==> src/rtl/cd_div_pkg.sv <==
// rtl/cd_div_pkg.sv - shared types and default widths for the 12/4 restoring divider
package cd_div_pkg;

    localparam int DEF_DW = 12;
    localparam int DEF_VW = 4;
    localparam int DEF_QW = 8;
    localparam int CNT_W  = $clog2(DEF_QW);

    typedef enum logic [1:0] {
        IDLE = 2'd0,
        RUN  = 2'd1,
        DONE = 2'd2
    } state_t;

endpackage

==> src/rtl/cd_div12x4_if.sv <==
// rtl/cd_div12x4_if.sv - operand/result handshake bundle for cd_div12x4
interface cd_div12x4_if #(
    parameter int DW = cd_div_pkg::DEF_DW,
    parameter int VW = cd_div_pkg::DEF_VW,
    parameter int QW = cd_div_pkg::DEF_QW
);

    logic          in_valid;
    logic          in_ready;
    logic [DW-1:0] dividend;
    logic [VW-1:0] divisor;
    logic          out_valid;
    logic          out_ready;
    logic [QW-1:0] quotient;
    logic [VW-1:0] remainder;
    logic          div_zero;
    logic          ovf;

    modport master (
        output in_valid, dividend, divisor, out_ready,
        input  in_ready, out_valid, quotient, remainder, div_zero, ovf
    );

    modport slave (
        input  in_valid, dividend, divisor, out_ready,
        output in_ready, out_valid, quotient, remainder, div_zero, ovf
    );

endinterface

==> src/rtl/cd_div_step.sv <==
// rtl/cd_div_step.sv - one combinational restoring-division step
module cd_div_step #(
    parameter int VW = cd_div_pkg::DEF_VW
) (
    input  logic [VW-1:0] rem,
    input  logic          bit_in,
    input  logic [VW-1:0] divisor,
    output logic [VW-1:0] rem_next,
    output logic          qbit
);

    logic [VW:0] trial;
    logic [VW:0] diff;

    // rem < divisor on entry, so trial < 2*divisor and the difference fits VW bits
    assign trial    = {rem, bit_in};
    assign diff     = trial - {1'b0, divisor};
    assign qbit     = (trial >= {1'b0, divisor});
    assign rem_next = qbit ? diff[VW-1:0] : trial[VW-1:0];

endmodule

==> src/rtl/cd_div12x4.sv <==
// rtl/cd_div12x4.sv - sequential 12-bit by 4-bit restoring divider, one quotient bit per clock
module cd_div12x4
    import cd_div_pkg::*;
#(
    parameter int DW = DEF_DW,
    parameter int VW = DEF_VW,
    parameter int QW = DEF_QW
) (
    input  logic         clk,
    input  logic         rst_n,
    cd_div12x4_if.slave  bus
);

    localparam int CW = $clog2(QW);

    state_t        state_q;
    state_t        state_d;
    logic [QW-1:0] quot_q;
    logic [QW-1:0] shift_q;
    logic [VW-1:0] rem_q;
    logic [VW-1:0] div_q;
    logic [CW-1:0] cnt_q;
    logic          dz_q;
    logic          ovf_q;

    logic          accept;
    logic          pre_dz;
    logic          pre_ovf;
    logic [VW-1:0] step_rem;
    logic          step_qbit;

    assign accept  = bus.in_valid && (state_q == IDLE);
    assign pre_dz  = (bus.divisor == '0);
    // quotient overflows exactly when the top VW dividend bits already reach the divisor
    assign pre_ovf = !pre_dz && (bus.dividend[DW-1:QW] >= bus.divisor);

    cd_div_step #(.VW(VW)) u_step (
        .rem      (rem_q),
        .bit_in   (shift_q[QW-1]),
        .divisor  (div_q),
        .rem_next (step_rem),
        .qbit     (step_qbit)
    );

    always_ff @(posedge clk or negedge rst_n) begin
        if (!rst_n) begin
            state_q <= IDLE;
        end else begin
            state_q <= state_d;
        end
    end

    always_comb begin
        state_d = state_q;
        case (state_q)
            IDLE: begin
                if (accept) begin
                    state_d = (pre_dz || pre_ovf) ? DONE : RUN;
                end
            end
            RUN: begin
                if (cnt_q == '0) begin
                    state_d = DONE;
                end
            end
            DONE: begin
                if (bus.out_ready) begin
                    state_d = IDLE;
                end
            end
            default: state_d = IDLE;
        endcase
    end

    always_ff @(posedge clk or negedge rst_n) begin
        if (!rst_n) begin
            quot_q  <= '0;
            shift_q <= '0;
            rem_q   <= '0;
            div_q   <= '0;
            cnt_q   <= '0;
            dz_q    <= 1'b0;
            ovf_q   <= 1'b0;
        end else begin
            case (state_q)
                IDLE: begin
                    if (accept) begin
                        div_q <= bus.divisor;
                        if (pre_dz || pre_ovf) begin
                            quot_q <= '1;
                            rem_q  <= '0;
                            dz_q   <= pre_dz;
                            ovf_q  <= pre_ovf;
                        end else begin
                            quot_q  <= '0;
                            rem_q   <= bus.dividend[DW-1:QW];
                            shift_q <= bus.dividend[QW-1:0];
                            cnt_q   <= CW'(QW - 1);
                            dz_q    <= 1'b0;
                            ovf_q   <= 1'b0;
                        end
                    end
                end
                RUN: begin
                    rem_q   <= step_rem;
                    quot_q  <= {quot_q[QW-2:0], step_qbit};
                    shift_q <= {shift_q[QW-2:0], 1'b0};
                    if (cnt_q != '0) begin
                        cnt_q <= cnt_q - 1'b1;
                    end
                end
                default: ;
            endcase
        end
    end

    assign bus.in_ready  = (state_q == IDLE);
    assign bus.out_valid = (state_q == DONE);
    assign bus.quotient  = quot_q;
    assign bus.remainder = rem_q;
    assign bus.div_zero  = dz_q;
    assign bus.ovf       = ovf_q;

endmodule

==> src/flat_wrapper.sv <==
// flat-port wrapper written by rule: the top's interface ports become plain ports
module cd_div12x4_flat import cd_div_pkg::*;
#(
    parameter int DW = DEF_DW,
    parameter int VW = DEF_VW,
    parameter int QW = DEF_QW
)
  (clk, rst_n, bus_in_valid, bus_dividend, bus_divisor, bus_out_ready, bus_in_ready, bus_out_valid, bus_quotient, bus_remainder, bus_div_zero, bus_ovf);
  cd_div12x4_if #(.DW(DW), .VW(VW), .QW(QW)) bus_i ();
  input  logic clk;
  input  logic rst_n;
  input wire logic [$bits(bus_i.in_valid)-1:0] bus_in_valid;
  input wire logic [$bits(bus_i.dividend)-1:0] bus_dividend;
  input wire logic [$bits(bus_i.divisor)-1:0] bus_divisor;
  input wire logic [$bits(bus_i.out_ready)-1:0] bus_out_ready;
  output wire logic [$bits(bus_i.in_ready)-1:0] bus_in_ready;
  output wire logic [$bits(bus_i.out_valid)-1:0] bus_out_valid;
  output wire logic [$bits(bus_i.quotient)-1:0] bus_quotient;
  output wire logic [$bits(bus_i.remainder)-1:0] bus_remainder;
  output wire logic [$bits(bus_i.div_zero)-1:0] bus_div_zero;
  output wire logic [$bits(bus_i.ovf)-1:0] bus_ovf;
  assign bus_i.in_valid = bus_in_valid;
  assign bus_i.dividend = bus_dividend;
  assign bus_i.divisor = bus_divisor;
  assign bus_i.out_ready = bus_out_ready;
  assign bus_in_ready = bus_i.in_ready;
  assign bus_out_valid = bus_i.out_valid;
  assign bus_quotient = bus_i.quotient;
  assign bus_remainder = bus_i.remainder;
  assign bus_div_zero = bus_i.div_zero;
  assign bus_ovf = bus_i.ovf;
  cd_div12x4 #(.DW(DW), .VW(VW), .QW(QW)) u_core (.clk(clk), .rst_n(rst_n), .bus(bus_i));
endmodule
==> config.mk <==
export PLATFORM = sky130hd
export DESIGN_NAME = cd_div12x4_flat
export DESIGN_NICKNAME = d
export VERILOG_FILES = /design/src/rtl/cd_div_pkg.sv /design/src/rtl/cd_div12x4_if.sv /design/src/rtl/cd_div_step.sv /design/src/rtl/cd_div12x4.sv /design/src/flat_wrapper.sv
export SDC_FILE = /design/constraint.sdc
export NUM_CORES = 1
export LEC_CHECK = 0
export CORE_AREA = 10 10 105 60
export CTS_CLUSTER_SIZE = 10
export DETAILED_ROUTE_END_ITERATION = 6
export DIE_AREA = 0 0 115 70
export GPL_TIMING_DRIVEN = 0
export PLACE_DENSITY = 0.64
export SYNTH_ARGS = -nofsm -noshare
export SYNTH_HDL_FRONTEND = slang
export SYNTH_HIERARCHICAL = 1
export SYNTH_SLANG_ARGS = --single-unit
==> constraint.sdc <==
create_clock -name clk -period 2.88 [get_ports clk]
set_input_delay 0.576 -clock clk [delete_from_list [all_inputs] [get_ports clk]]
set_output_delay 0.576 -clock clk [all_outputs]
set_load 0.1 [all_outputs]
# Word-level counts from Yosys, hierarchy flattened
# Cells that the tools add are included.
# classes
add_sub_neg	2
multipliers	0
div	0
magnitude_cmp	2
eq_ne	7
shifts	0
mux	21
bitwise_logic	0
n_reduce_logical	14
# op_table
op	count
$mux 8	4
$pmux 8 s2	2
$mux 4	3
$mux 3	3
$mux 2	4
$pmux 4 s2	1
$ne 2x1->1 const B	3
$pmux 2 s3	1
$pmux 3 s2	1
$reduce_and 3->1	2
$ge 5x4->1	1
$ge 4x4->1	1
$logic_not 4->1	1
$ne 2x2->1 const B	2
$reduce_and 2->1	2
$reduce_and 4->1	1
$sub 4x4->4	1
$logic_not 3->1	1
$reduce_bool 3->1	1
$sub 3x1->3 const B	1
$eq 2x1->1 const B	1
$eq 2x2->1 const B	1
$logic_and 1x1->1	2
$logic_not 2->1	1
other kinds (4)	5
# totals
regBits	31
latch_bits	0
ram_bits	0
romBits	0
output_inout_bits	16
n_memories	0

# Longest topological paths before layout
# logic_depth
word_depth	7
mapped_depth	8
mapped_depth_nobuf	8

# Cells and area by module
# The synthesis kept the hierarchy.
# modules_own_cells
module	n_inst	cells_each	area_each_um2
cd_div12x4	1	143	1536.5
cd_div_step	1	28	224.0

# Worst setup path before layout
# OpenSTA, ideal clock, no wires.
# synth_timing
path_kind	reg2reg
startpoint	reg u_core.rem_q[1], in the netlist u_core/bus.remainder[1]
endpoint	reg u_core.rem_q[2], in the netlist u_core/bus.remainder[2]
setup_time_ns	0.126
arrival_ns	2.226
t_required_ns	2.754
slack_ns	0.528
stages_incl_launch_ff	8
n_path_buf	0
cell_sequence	dfrtp_1 > ha_1 > nand4_1 > nand2_2 > nor2_4 > mux2_4 > o22ai_1 > nor2_1
# synth_via
elab_chain_cells	3
elab_cells_between_ends	4
cone_classes	add/sub (1); order compare (1); mux (2)
# synth_lines
item	line	source
start: declaration	cd_div12x4.sv:20	logic [VW-1:0] rem_q;
start signal: assignment	cd_div12x4.sv:96	rem_q <= bus.dividend[DW-1:QW];
start signal: assignment	cd_div12x4.sv:105	rem_q <= step_rem;
$sub 4x4->4 or $ge 5x4->1 (tied branches)	cd_div_step.sv:17, cd_div_step.sv:18	
$mux 4 (*)	cd_div_step.sv:19	assign rem_next = qbit ? diff[VW-1:0] : trial[VW-1:0];
via u_core.step_rem[2]	cd_div12x4.sv:29	logic [VW-1:0] step_rem;
$pmux 4 s2 (*)	cd_div12x4.sv:85	case (state_q)
# Mark *: on every way through the listed nets, which the timed path passes. The rest lies on a longest branch.
# A chain may end at the register's enable or synchronous reset.

# Worst setup path in the final report
# layout_timing
startpoint	reg u_core.state_q[0]
endpoint	out bus_in_ready
# layout_via
elab_chain_cells	1
# layout_lines
item	line	source
start: declaration	cd_div12x4.sv:16	state_t state_q;
start signal: assignment	cd_div12x4.sv:49	state_q <= state_d;
$logic_not 2->1	cd_div12x4.sv:117	assign bus.in_ready = (state_q == IDLE);
end: declaration	flat_wrapper.sv:16	output wire logic [$bits(bus_i.in_ready)-1:0] bus_in_ready;
# No other way between the ends.

==> results.toml <==
[clocking]
clk_pin_slew_worst_paths_ns = 0.07
cts.htree.levels = 2
cts_sinks = 31
cts_made_buffers = 5
cts_buffer_depth = 2
cts_resized = 0
clock-root-buffer = "clkbuf_8"
cts_tree = "yes"
clock_latency_ns = 0.28
post_cts_buffers = 0
cts_hold_buf = 0

[yosys]
synth_xor_area_share_pct = 0.498
netlist_instances = 171
async_flop_share_pct = 100
synthTopCellsByArea = "dfrtp_1, ha_1, mux2i_1, a21oi_1, nor2_1"
yosysMostFrequentCell = "dfrtp_1"
synth.avg_cell_area_um2 = 10.3
muxShareOfSynthArea_pct = 8.81
ys_types = 38
seq_area_frac_synth_pct = 44.1
synth-simple-area-share_pct = 14.8
synth_top_area_share_pct = 44.1
ys_ff_latch = 31
synth_top_area_cell = "dfrtp_1"
synth_warnings = 6
synthFlopType = "dfrtp_1"
synth_compound_area_share_pct = 16.8
synth_edf_count = 0
synth_fa_ha_area_share_pct = 8.24
synth_commonest_cells = "dfrtp_1, nor2_1, a21oi_1, inv_1, o22ai_1"
synth_top_family_by_area = "compound AO/OA/AOI/OAI gates"
syn-cell-area_um2 = 1760
synth_fp_nets = 202

[critical_path]
slowest_delay_ns = 1.17
cp_data_arrival_time_ns = 2.08
cp-start-kind = "flip-flop"
reg2reg_from = "u_core/bus.remainder[1]"
path_class = "reg2out"
rrSetupSlack_ns = 1.01
end_kind = "output pin"
crit_fanout = 5
reg2reg_depth = 7
reg2reg_to = "u_core/bus.remainder[2]"
slowest_stage = "clkdlybuf4s50_1"
crit_start = "u_core/state_q[0]"
cp-endpoint = "bus_in_ready"
cp_cell_sequence = "nor2_4 > clkdlybuf4s50_1"
required_ns = 2.30

[finish]
layout.nets = 244
layout-drive-gt1-share_pct = 17.8
area_delta_synth_final_pct = 28.8
diodes = 0
fillers = 453

[die]
die_w_um = 115
start_util_pct = 37.9
pin_count = 36
fp-row-count = 18
coreArea_um2 = 4640
die_area_um2 = 8050
fp.dieH_um = 70

[run]
max_cap_violations = 0

[outcome]
status = "finished, final reports clean"

[timing]
period_minus_slack_ns = 2.66
finalMaxSlewViolations = 0
finalSetupViolCount = 0
clock-skew-final_ns = 0.00931
relSlewSlack_pct = 34.1
hold_violations = 0
rsz0062_at_grt = "false"
finalCritPeriodShare_pct = 92.4
tightest_slew_ns = 0.986
setup_ws_ns = 0.219
max_freq_mhz = 376
setup_tns_ns = 0

[global_route]
grt_overflow_total = 0
track_usage_pct = 11.0
grt_pass1_wl_mm = 7.22
antenna_found_initial = 0
grt_max_degree = 32
grt_pass1_vias = 1460

[detailed_routing]
drt-total-wl_mm = 4.25
first_pass_iters = 4
drc = 0
vias = 1376
via_per_inst = 5.02
ant_nets = 0
wl_per_cell_um = 15.5
drt_iter0_markers = 42

[placement]
place.gp.congestion = 0.732
port_buffers = 35
hpwl_mm = 3.30
dp_slack_ns = 0.305

[hold_path]
hold_path.class = "in2async"
[layout make-up]
type	instances	area [um^2]	share of cell area, %
plain buffers	8	63.8	2.81
clock buffers	5	68.8	3.04
clock inverters	3	15.0	0.662
inverters	15	56.3	2.48
multi-input cells	117	865	38.1
flip-flops and latches	31	776	34.2
well taps	60	75.1	3.31
repair buffers	35	348	15.3
[routing by layer]
layer / vias to the layer above / part of all wire [%] / global-route usage [%]
met3: 2 / 8.9 / 4.94
met5: - / 0 / 0
met1: 643 / 53 / 15.8
li1: 689 / - / -
met4: 0 / 0.19 / 2.87
met2: 42 / 38 / 14.2
[placed cells by master, fill, tap and decap left out, types with 3 or more instances in the layout]
cell type / netlist / layout
clkdlybuf4s50_1: 0 / 33
dfrtp_1: 31 / 31
nor2_1: 20 / 20
inv_1: 15 / 15
a21oi_1: 15 / 15
o22ai_1: 12 / 12
ha_1: 10 / 10
mux2i_1: 8 / 8
clkbuf_8: 0 / 5
a31oi_1: 5 / 5
nand2_1: 5 / 5
buf_2: 3 / 4
buf_6: 4 / 4
o21ai_0: 4 / 4
mux2_2: 4 / 4
nor3_1: 4 / 4
clkinv_2: 0 / 3
nor2_4: 3 / 3
o21ai_2: 3 / 3
[cell families after synthesis]
group                    Yosys count
AO/OA/AOI/OAI                     46
XOR/XNOR                           1
adder cells (fa/ha/maj)           11
buffers and inverters             23
flip-flops                        31
multiplexers                      14
AND/OR/NAND/NOR                   45
[sequential cells by signal, indices dropped and copies added (netlist names)]
name,count
u_core/bus.quotient,8
u_core/shift_q,8
u_core/state_q,2
u_core/bus.remainder,4
u_core/div_q,4
u_core/bus.div_zero,1
u_core/bus.ovf,1
u_core/cnt_q,3
[critical path: cells and delay by family, from the launching register on]
family	cells	cell delay, ns
buf+inv	1	1.17
flops	1	0.45
simple gates	1	0.19
[metrics by stage]
stage / std cells / area (um^2) / util [%] / hold slack [ns]
finish: 274 / 2270 / 48.9 / 0.340
global route: 274 / 2270 / 48.9 / 0.390
CTS: 274 / 2260 / 48.8 / 0.361
detailed placement: 266 / 2180 / 47.0 / 0.484
global placement: 266 / 2190 / 47.1 / 0.466
floorplan: 171 / 1760 / - / 0.280
[how the worst min path moves through the flow]
stage               startpoint                     end  cells past startpoint
6_report                 rst_n  u_core/bus.quotient[3]                      1
4_1_cts                  rst_n  u_core/bus.quotient[3]                      1
5_1_grt                  rst_n  u_core/bus.quotient[3]                      1
3_3_place_gp   u_core/div_q[3]         u_core/div_q[3]                      2
3_5_place_dp   u_core/div_q[2]         u_core/div_q[2]                      2
2_1_floorplan            rst_n     u_core/bus.div_zero                      0
Power is not shown: default switching activity piles up to over one toggle a cycle in this logic, so the estimate is an artifact.
